### src/rtl/ramio_pkg.sv
// ramio_pkg: request encodings, FSM states, lane masks and alignment helpers shared by ramio.
package ramio_pkg;
  typedef enum logic [2:0] {
    RD_NONE = 3'b000,
    RD_LB   = 3'b001,
    RD_LH   = 3'b010,
    RD_LW   = 3'b011,
    RD_LBU  = 3'b101,
    RD_LHU  = 3'b110
  } read_t;
  typedef enum logic [1:0] {
    WR_NONE = 2'b00,
    WR_SB   = 2'b01,
    WR_SH   = 2'b10,
    WR_SW   = 2'b11
  } write_t;
  typedef enum logic [2:0] {IDLE, ISSUE1, WAIT1, ISSUE2, WAIT2} state_t;
  localparam logic [3:0] MASK_B = 4'b0001;
  localparam logic [3:0] MASK_H = 4'b0011;
  localparam logic [3:0] MASK_W = 4'b1111;
  // size code: 1 byte, 2 half, 3 word
  function automatic logic [3:0] size_mask(input logic [1:0] sz);
    return sz == 2'd1 ? MASK_B : sz == 2'd2 ? MASK_H : MASK_W;
  endfunction
  function automatic logic misaligned(input logic [1:0] sz, input logic [1:0] lane);
    return (sz == 2'd2 && lane == 2'd3) || (sz == 2'd3 && lane != 2'd0);
  endfunction
endpackage

### src/rtl/ramio_extract.sv
// ramio_extract: selects the byte/half at a lane of a cache word and sign/zero extends it.
module ramio_extract
  import ramio_pkg::*;
(
  input  logic [31:0] word,
  input  logic [1:0]  lane,
  input  logic [2:0]  read_type,
  output logic [31:0] data
);
  logic [31:0] sh;
  assign sh = word >> {lane, 3'b000};
  assign data = read_type == RD_LB  ? {{24{sh[7]}}, sh[7:0]}
              : read_type == RD_LBU ? {24'b0, sh[7:0]}
              : read_type == RD_LH  ? {{16{sh[15]}}, sh[15:0]}
              : read_type == RD_LHU ? {16'b0, sh[15:0]}
              : sh;
endmodule

### src/rtl/ramio.sv
// ramio: CPU byte-addressed load/store adapter onto a word-wide cache with lane shifting and extension.
// Define RAMIO_MISALIGNED_EN to split word-crossing accesses into two cache transactions instead of rejecting them.
module ramio
  import ramio_pkg::*;
#(
  parameter int AddressBitWidth = 32
) (
  input  logic                       clk,
  input  logic                       rst_n,
  input  logic                       enable,
  input  logic [AddressBitWidth-1:0] address,
  input  logic [2:0]                 read_type,
  input  logic [1:0]                 write_type,
  input  logic [31:0]                data_in,
  output logic [31:0]                data_out,
  output logic                       data_out_ready,
  output logic                       busy,
  output logic                       alignment_error,
  output logic [AddressBitWidth-1:0] c_address,
  output logic [31:0]                c_data_in,
  output logic [3:0]                 c_write_enable,
  output logic                       c_enable,
  input  logic [31:0]                c_data_out,
  input  logic                       c_data_out_ready,
  input  logic                       c_busy
);
  state_t state, state_nx;
  logic [AddressBitWidth-1:0] req_addr;
  logic [2:0] req_rd;
  logic [1:0] req_sz, sz, lane, ext_lane;
  logic [31:0] req_data, ext_word, ext_data;
  logic req_is_wr, accept, mis, go, wait_done, finish, hi, split;
  logic [7:0] lane_mask;
  logic [63:0] lane_data;
  assign sz = write_type != 2'b00 ? write_type : read_type[1:0] == 2'b00 ? 2'd3 : read_type[1:0];
  assign lane = address[1:0];
  assign mis = misaligned(sz, lane);
  assign accept = enable && state == IDLE && (read_type != 3'b000 || write_type != 2'b00);
  assign hi = state == ISSUE2 || state == WAIT2;
  // Spread over two words: the low word feeds the first access, the high word the second.
  assign lane_mask = {4'b0000, size_mask(req_sz)} << req_addr[1:0];
  assign lane_data = {32'b0, req_data} << {req_addr[1:0], 3'b000};
  assign c_address = {req_addr[AddressBitWidth-1:2] + (AddressBitWidth-2)'(hi), 2'b00};
  assign c_data_in = hi ? lane_data[63:32] : lane_data[31:0];
  assign wait_done = (state == WAIT1 || state == WAIT2) && (req_is_wr ? !c_busy : c_data_out_ready);
  assign finish = wait_done && (state == WAIT2 || !split);
`ifdef RAMIO_MISALIGNED_EN
  logic [31:0] lo_word;
  assign go = accept;
  assign alignment_error = 1'b0;
  always_ff @(posedge clk or negedge rst_n)
    if (!rst_n) begin
      split <= 1'b0;
      lo_word <= '0;
    end else begin
      if (go) split <= mis;
      if (state == WAIT1 && c_data_out_ready) lo_word <= c_data_out;
    end
  // Little-endian merge of both words, realigned so the access starts at lane 0.
  assign ext_word = split ? 32'({c_data_out, lo_word} >> {req_addr[1:0], 3'b000}) : c_data_out;
  assign ext_lane = split ? 2'd0 : req_addr[1:0];
`else
  assign go = accept && !mis;
  assign split = 1'b0;
  assign ext_word = c_data_out;
  assign ext_lane = req_addr[1:0];
  always_ff @(posedge clk or negedge rst_n)
    if (!rst_n) alignment_error <= 1'b0;
    else alignment_error <= accept && mis;
`endif
  ramio_extract u_extract (
    .word     (ext_word),
    .lane     (ext_lane),
    .read_type(req_rd),
    .data     (ext_data)
  );
  always_comb begin
    state_nx = state;
    busy = state != IDLE;
    c_enable = state != IDLE;
    c_write_enable = !req_is_wr ? 4'b0000
                   : state == ISSUE1 ? lane_mask[3:0]
                   : state == ISSUE2 ? lane_mask[7:4]
                   : 4'b0000;
    case (state)
      IDLE:    if (go) state_nx = ISSUE1;
      ISSUE1:  if (!c_busy) state_nx = WAIT1;
      WAIT1:   if (wait_done) state_nx = split ? ISSUE2 : IDLE;
      ISSUE2:  if (!c_busy) state_nx = WAIT2;
      WAIT2:   if (wait_done) state_nx = IDLE;
      default: state_nx = IDLE;
    endcase
  end
  always_ff @(posedge clk or negedge rst_n)
    if (!rst_n) begin
      state <= IDLE;
      req_addr <= '0;
      req_rd <= 3'b000;
      req_sz <= 2'b00;
      req_is_wr <= 1'b0;
      req_data <= '0;
      data_out <= '0;
      data_out_ready <= 1'b0;
    end else begin
      state <= state_nx;
      data_out_ready <= finish && !req_is_wr;
      if (go) begin
        req_addr <= address;
        req_rd <= read_type;
        req_sz <= sz;
        req_is_wr <= write_type != 2'b00;
        req_data <= data_in;
      end
      if (finish && !req_is_wr) data_out <= ext_data;
    end
endmodule

### config.mk
export PLATFORM = sky130hd
export DESIGN_NAME = ramio
export DESIGN_NICKNAME = d
export VERILOG_FILES = /design/src/rtl/ramio_pkg.sv /design/src/rtl/ramio_extract.sv /design/src/rtl/ramio.sv
export SDC_FILE = /design/constraint.sdc
export NUM_CORES = 1
export LEC_CHECK = 0
export BUFFER_PORTS_ARGS = -buffer_cell sky130_fd_sc_hd__buf_2
export CORE_ASPECT_RATIO = 0.5
export CORE_MARGIN = 2
export CORE_UTILIZATION = 30
export CTS_BUF_LIST = sky130_fd_sc_hd__clkbuf_16
export DETAILED_ROUTE_END_ITERATION = 12
export HOLD_SLACK_MARGIN = 0.12
export PLACE_DENSITY = 0.52
export SYNTH_ARGS = -nofsm -noshare
export SYNTH_HDL_FRONTEND = slang
export SYNTH_SLANG_ARGS = --single-unit
### constraint.sdc
create_clock -name clk -period 6.64 [get_ports clk]
set_clock_uncertainty 0.15 [all_clocks]
set_input_delay 0.664 -clock clk [delete_from_list [all_inputs] [get_ports clk]]
set_output_delay 0.664 -clock clk [all_outputs]
set_load 0.1 [all_outputs]
== Word level (Yosys, flattened, before mapping) ==
Index checks and enable logic that the tools add are counted.
Cells by class
  shift operators: 3
  equal/unequal tests: 17
  $add $sub $neg: 1
  muxes and demuxes: 18
  reduce and logical (&&, ||, !) cells: 23
Operators by type and width (number)
  32-bit 2-to-1 mux: 5
  32-bit by 5-bit left shift with 64-bit output: 1
  32-bit by 5-bit right shift with 32-bit output: 1
  30-bit by 1-bit adder with 30-bit output: 1
  4-bit 2-to-1 mux: 5
  3-bit 2-to-1 mux: 4
  3-bit case mux with 4 select lines: 1
  3-bit by 2-bit equality test with 1-bit output, second input constant: 3
  3-bit equality test, second input constant: 3
  2-bit equality test, second input constant: 4
  1-bit logical AND: 8
  4-bit by 2-bit left shift with 8-bit output: 1
  3-bit by 1-bit equality test with 1-bit output, second input constant: 2
  2-bit != test, second input constant: 3
  3-bit nonzero test: 2
  1-bit logical OR: 4
  2-bit 2-to-1 mux: 2
  4-bit AND reduction: 1
  2-bit nonzero test: 2
  1-bit logical NOT: 3
  3-bit logical NOT: 1
  2-bit by 1-bit equality test with 1-bit output, second input constant: 1
  2-bit logical NOT: 1
  2-bit by 1-bit != test with 1-bit output, second input constant: 1
  other kinds (2): 2
Storage, ports and cells
  bits in registers: 107
  logic and storage cells: 71
  output and inout port bits: 104
  input port bits: 106

== Logic depth before layout (Yosys ltp) ==
  depth in word-level cells: 10
  depth in mapped cells: 12

== Hierarchy ==
From an unflattened synthesis, not the netlist that was laid out.
Unflattened totals
  cells, all modules: 673
  area total of the unflattened synthesis: 6668.9 um2
Modules (own cells, without submodules)
  ramio: times used 1, seq. area each 2677.6 um2, cells each 563, area each 5833.1 um2
  ramio_extract: times used 1, seq. area each 0.0 um2, cells each 110, area each 835.8 um2

== Worst setup path before layout ==
OpenSTA, ideal clock, no wires.
  kind: reg-to-output
  start point: register req_addr[0]
  end point: output c_write_enable[3]
  arrival: 5.602 ns
  path slack: 0.224 ns
  data required time: 5.826 ns
  stages on the path, launching flop included: 5
  path buffers: 2
  cell sequence: dfrtp_1 > buf_2 > buf_1 > nor2b_1 > a2111oi_0
On the way
  cells in the longest elaborated chain, start to end: 4
RTL lines
  start, declared: RTL line ramio.sv:28  | logic [AddressBitWidth-1:0] req_addr;
  start signal, assigned: RTL line ramio.sv:108  | req_addr <= address;
  4-bit by 2-bit left shift with 8-bit output (*): RTL line ramio.sv:41  | assign lane_mask = {4'b0000, size_mask(req_sz)} << req_addr[1:0];
  4-bit 2-to-1 mux: RTL line ramio.sv:83  | : state == ISSUE2 ? lane_mask[7:4]
  4-bit 2-to-1 mux (*): RTL line ramio.sv:82  | : state == ISSUE1 ? lane_mask[3:0]
  4-bit 2-to-1 mux (*): RTL line ramio.sv:81  | c_write_enable = !req_is_wr ? 4'b0000
  end, declared: RTL line ramio.sv:21  | output logic [3:0] c_write_enable,
Mark *: on every way between the ends. The rest lies on a longest branch, timed or not.

== Worst setup path in the final report ==
  start point: register state[1]
  end point: output c_address[28]
On the way
  cells in the longest elaborated chain, start to end: 3
  elaborated cells on any way between the ends: 4
  classes of those cells: add/sub (1); eq/ne (2); reduce/logical (1)
RTL lines
  start, declared: RTL line ramio.sv:27  | state_t state, state_nx;
  start signal, assigned: RTL line ramio.sv:105  | state <= state_nx;
  3-bit by 2-bit equality test with 1-bit output or 3-bit equality test (tied branches): RTL line ramio.sv:39  | assign hi = state == ISSUE2 || state == WAIT2;
  1-bit logical OR (*): RTL line ramio.sv:39
  30-bit by 1-bit adder with 30-bit output (*): RTL line ramio.sv:43  | assign c_address = {req_addr[AddressBitWidth-1:2] + (AddressBitWidth-2)'(hi), 2'b00};
  end, declared: RTL line ramio.sv:19  | output logic [AddressBitWidth-1:0] c_address,
Marked as above.

==> metrics.md <==
| Metric | Value |
|---|---|
| GPL Wtd Cong | `0.808` |
| Cts hold-fix bufs | `0` |
| Synth Area per Inst | `10.1 µm²` |
| Actual slew at the worst max-slew pin | `1100 ps` |
| Routed length per instance | `16.3 µm` |
| Starting Density | `31.1%` |
| First-pass GRT wire length | `27700 µm` |
| Reg area | `0.00268 mm²` |
| CTS H-Tree Depth | `3` |
| CP startpoint | `state[1]` |
| Initial antenna violation count | `1` |
| Clock-pin slew on the worst setup and hold paths | `70 ps` |
| Arrival @ worst endpoint | `3960 ps` |
| Vias per cell | `4.81` |
| Multi-input gate area | `0.00353 mm²` |
| Startpoint types | `flop` |
| Worst setup path category | `reg -> out` |
| Clock sinks | `107` |
| Largest area contributor in the netlist | `dfrtp_1` |
| FFs w/ async S/R, synth | `100%` |
| Share of cells above drive strength 1 | `39.3%` |
| Syn Inst Count | `639` |
| IO Port Bufs | `207` |
| Final min period | `4780 ps` |
| Routed vias | `5259` |
| Critical path destination | `c_address[28]` |
| Largest cells by area after synthesis | `dfrtp_1 (41%), mux2_4 (12%), mux2_2 (5.6%)` |
| Die area | `0.0228 mm²` |
| Final Cycle Share | `71.9%` |
| Die height | `108 µm` |
| Initial DRC Count | `170` |
| First-pass DRT Iterations | `4` |
| DP HPWL | `12800 µm` |
| R2R Setup Slk | `3390 ps` |
| Clk root buf | `clkbuf_16` |
| Worst slew margin | `26.4%` |
| Area Growth Syn to Fin | `23.0%` |
| R2R Path Start | `req_addr[0]` |
| #FFs+latches synth | `107` |
| EDFF count, synth | `0` |
| Ports | `210` |
| CTS tree | `yes` |
| Bufs on Longest Clock Path | `2` |
| # fillers | `2114` |
| Tightest Hold Check Type | `in -> async` |
| Ys Warns | `0` |
| Skew-Pair Late Insertion Delay | `350 ps` |
| Area fraction of the dominant cell type after synthesis | `41.4%` |
| Layout Nets | `923` |
| Final hold violations | `0` |
| Final setup violation count | `0` |
| DRC viols | `0` |
| Most frequent cells in the layout | `buf_2 (206), dfrtp_1 (105), nand2_1 (63), mux2_4 (52), nor2_1 (45)` |
| Final wirelength | `17800 µm` |
| Critical Path Fanout Max | `25` |
| ANT nets after route | `0` |
| TritonCTS Buffers | `9` |
| Max-capacitance violation count | `0` |
| Most used DFF post-synth | `dfrtp_1` |
| Largest net degree at the start of global routing | `89` |
| Synth unique cells | `47` |
| Reg2Reg Capture Point | `data_out[17]` |
| WP data required | `5830 ps` |
| GR Overflow Total | `0` |
| Post-CTS Resized | `0` |
| Number of post-CTS setup repair buffers | `0` |
| Core box area | `0.0208 mm²` |
| Max frequency | `0.209 GHz` |
| RSZ-0062 raised after global routing | `false` |
| Final hold slack | `134 ps` |
| Die X | `212 µm` |
| R2R depth | `4` |
| Pins over their slew limit | `0` |
| Commonest non-fill, non-tap cell in the layout | `buf_2` |
| Total GRT Usage | `15.6%` |
| # rows | `37` |
| Register area share after synthesis | `41.4%` |
| TNS Setup | `0 ps` |
| Status | `completed` |
| Via count of the first global-routing pass | `5145` |
| Setup crit end kind | `primary output` |
| Mapped Area | `0.00647 mm²` |
==> worst max-delay path: stages (launching register included) <==
cell and delay [ps]:
dfrtp_1 540, nor2_1 260, a22oi_2 310, inv_1 220, ha_1 220, ha_1 210, and4_1 290, nand2_1 80
nor4_1 680, nand3_1 190, xnor2_1 160, buf_2 440
==> metal layers <==
layer / track usage [%] / wire [µm] / part of all wire, %
met5: 0 / 0 / 0
met4: 2.57 / 80 / 0.45
met3: 4.40 / 881 / 5.0
met2: 25.9 / 8410 / 47
met1: 20.4 / 8400 / 47
==> flip-flops by register name (all words and copies together), names as in the netlist <==
signal           count
state                3
req_rd               3
req_is_wr            1
alignment_error      1
data_out_ready       1
req_sz               2
data_out            32
req_data            32
req_addr            32
==> cell usage after synthesis (10+ instances only) <==
master	count
dfrtp_1	107
nand2_1	63
mux2_4	52
nor2_1	45
a21oi_1	37
o21ai_0	36
mux2i_1	33
mux2_2	32
clkbuf_1	22
nand3_1	22
xnor2_1	21
a211oi_1	15
buf_2	15
nor2b_1	14
nand2b_1	12
nor3_1	10
o21a_1	10
==> worst min-delay path by stage <==
stage / from / endpoint
2_1_floorplan: rst_n / alignment_error
3_3_place_gp: data_out[6] / data_out[6]
3_5_place_dp: data_out[6] / data_out[6]
4_1_cts: rst_n / req_data[6]
5_1_grt: rst_n / req_data[6]
6_report: rst_n / req_data[6]
==> metrics by stage <==
stage,std cells,utilization (%),setup WS (ps),cell area (µm²)
floorplan,640,-,224,6470
global placement,1076,36.7,2250,7650
detailed placement,1076,36.7,2190,7650
CTS,1092,38.2,1780,7960
global route,1093,38.2,1490,7960
finish,1093,38.2,1860,7960
==> cell families after synthesis <==
family	synth area share [%]
AOI/OAI and AO/OA	13.0
xor gates and xnor gates	3.93
adders and majority gates	0.580
buffers and inverters	4.47
DFF	41.4
muxes	22.7
other	0.0579
and+or+nand+nor	13.9
==> cell type report <==
cell class                      instances  area share, %
Multi-Input combinational cell        478           44.3
Sequential cell                       107           33.7
Timing Repair Buffer                  213           13.6
Tap cell                              273           4.29
Clock buffer                            9           2.83
Clock inverter                          7          0.975
Inverter                                5          0.236
Antenna cell                            1         0.0314
Power is not shown: default switching activity piles up to over one toggle a cycle in this logic, so the estimate is an artifact.
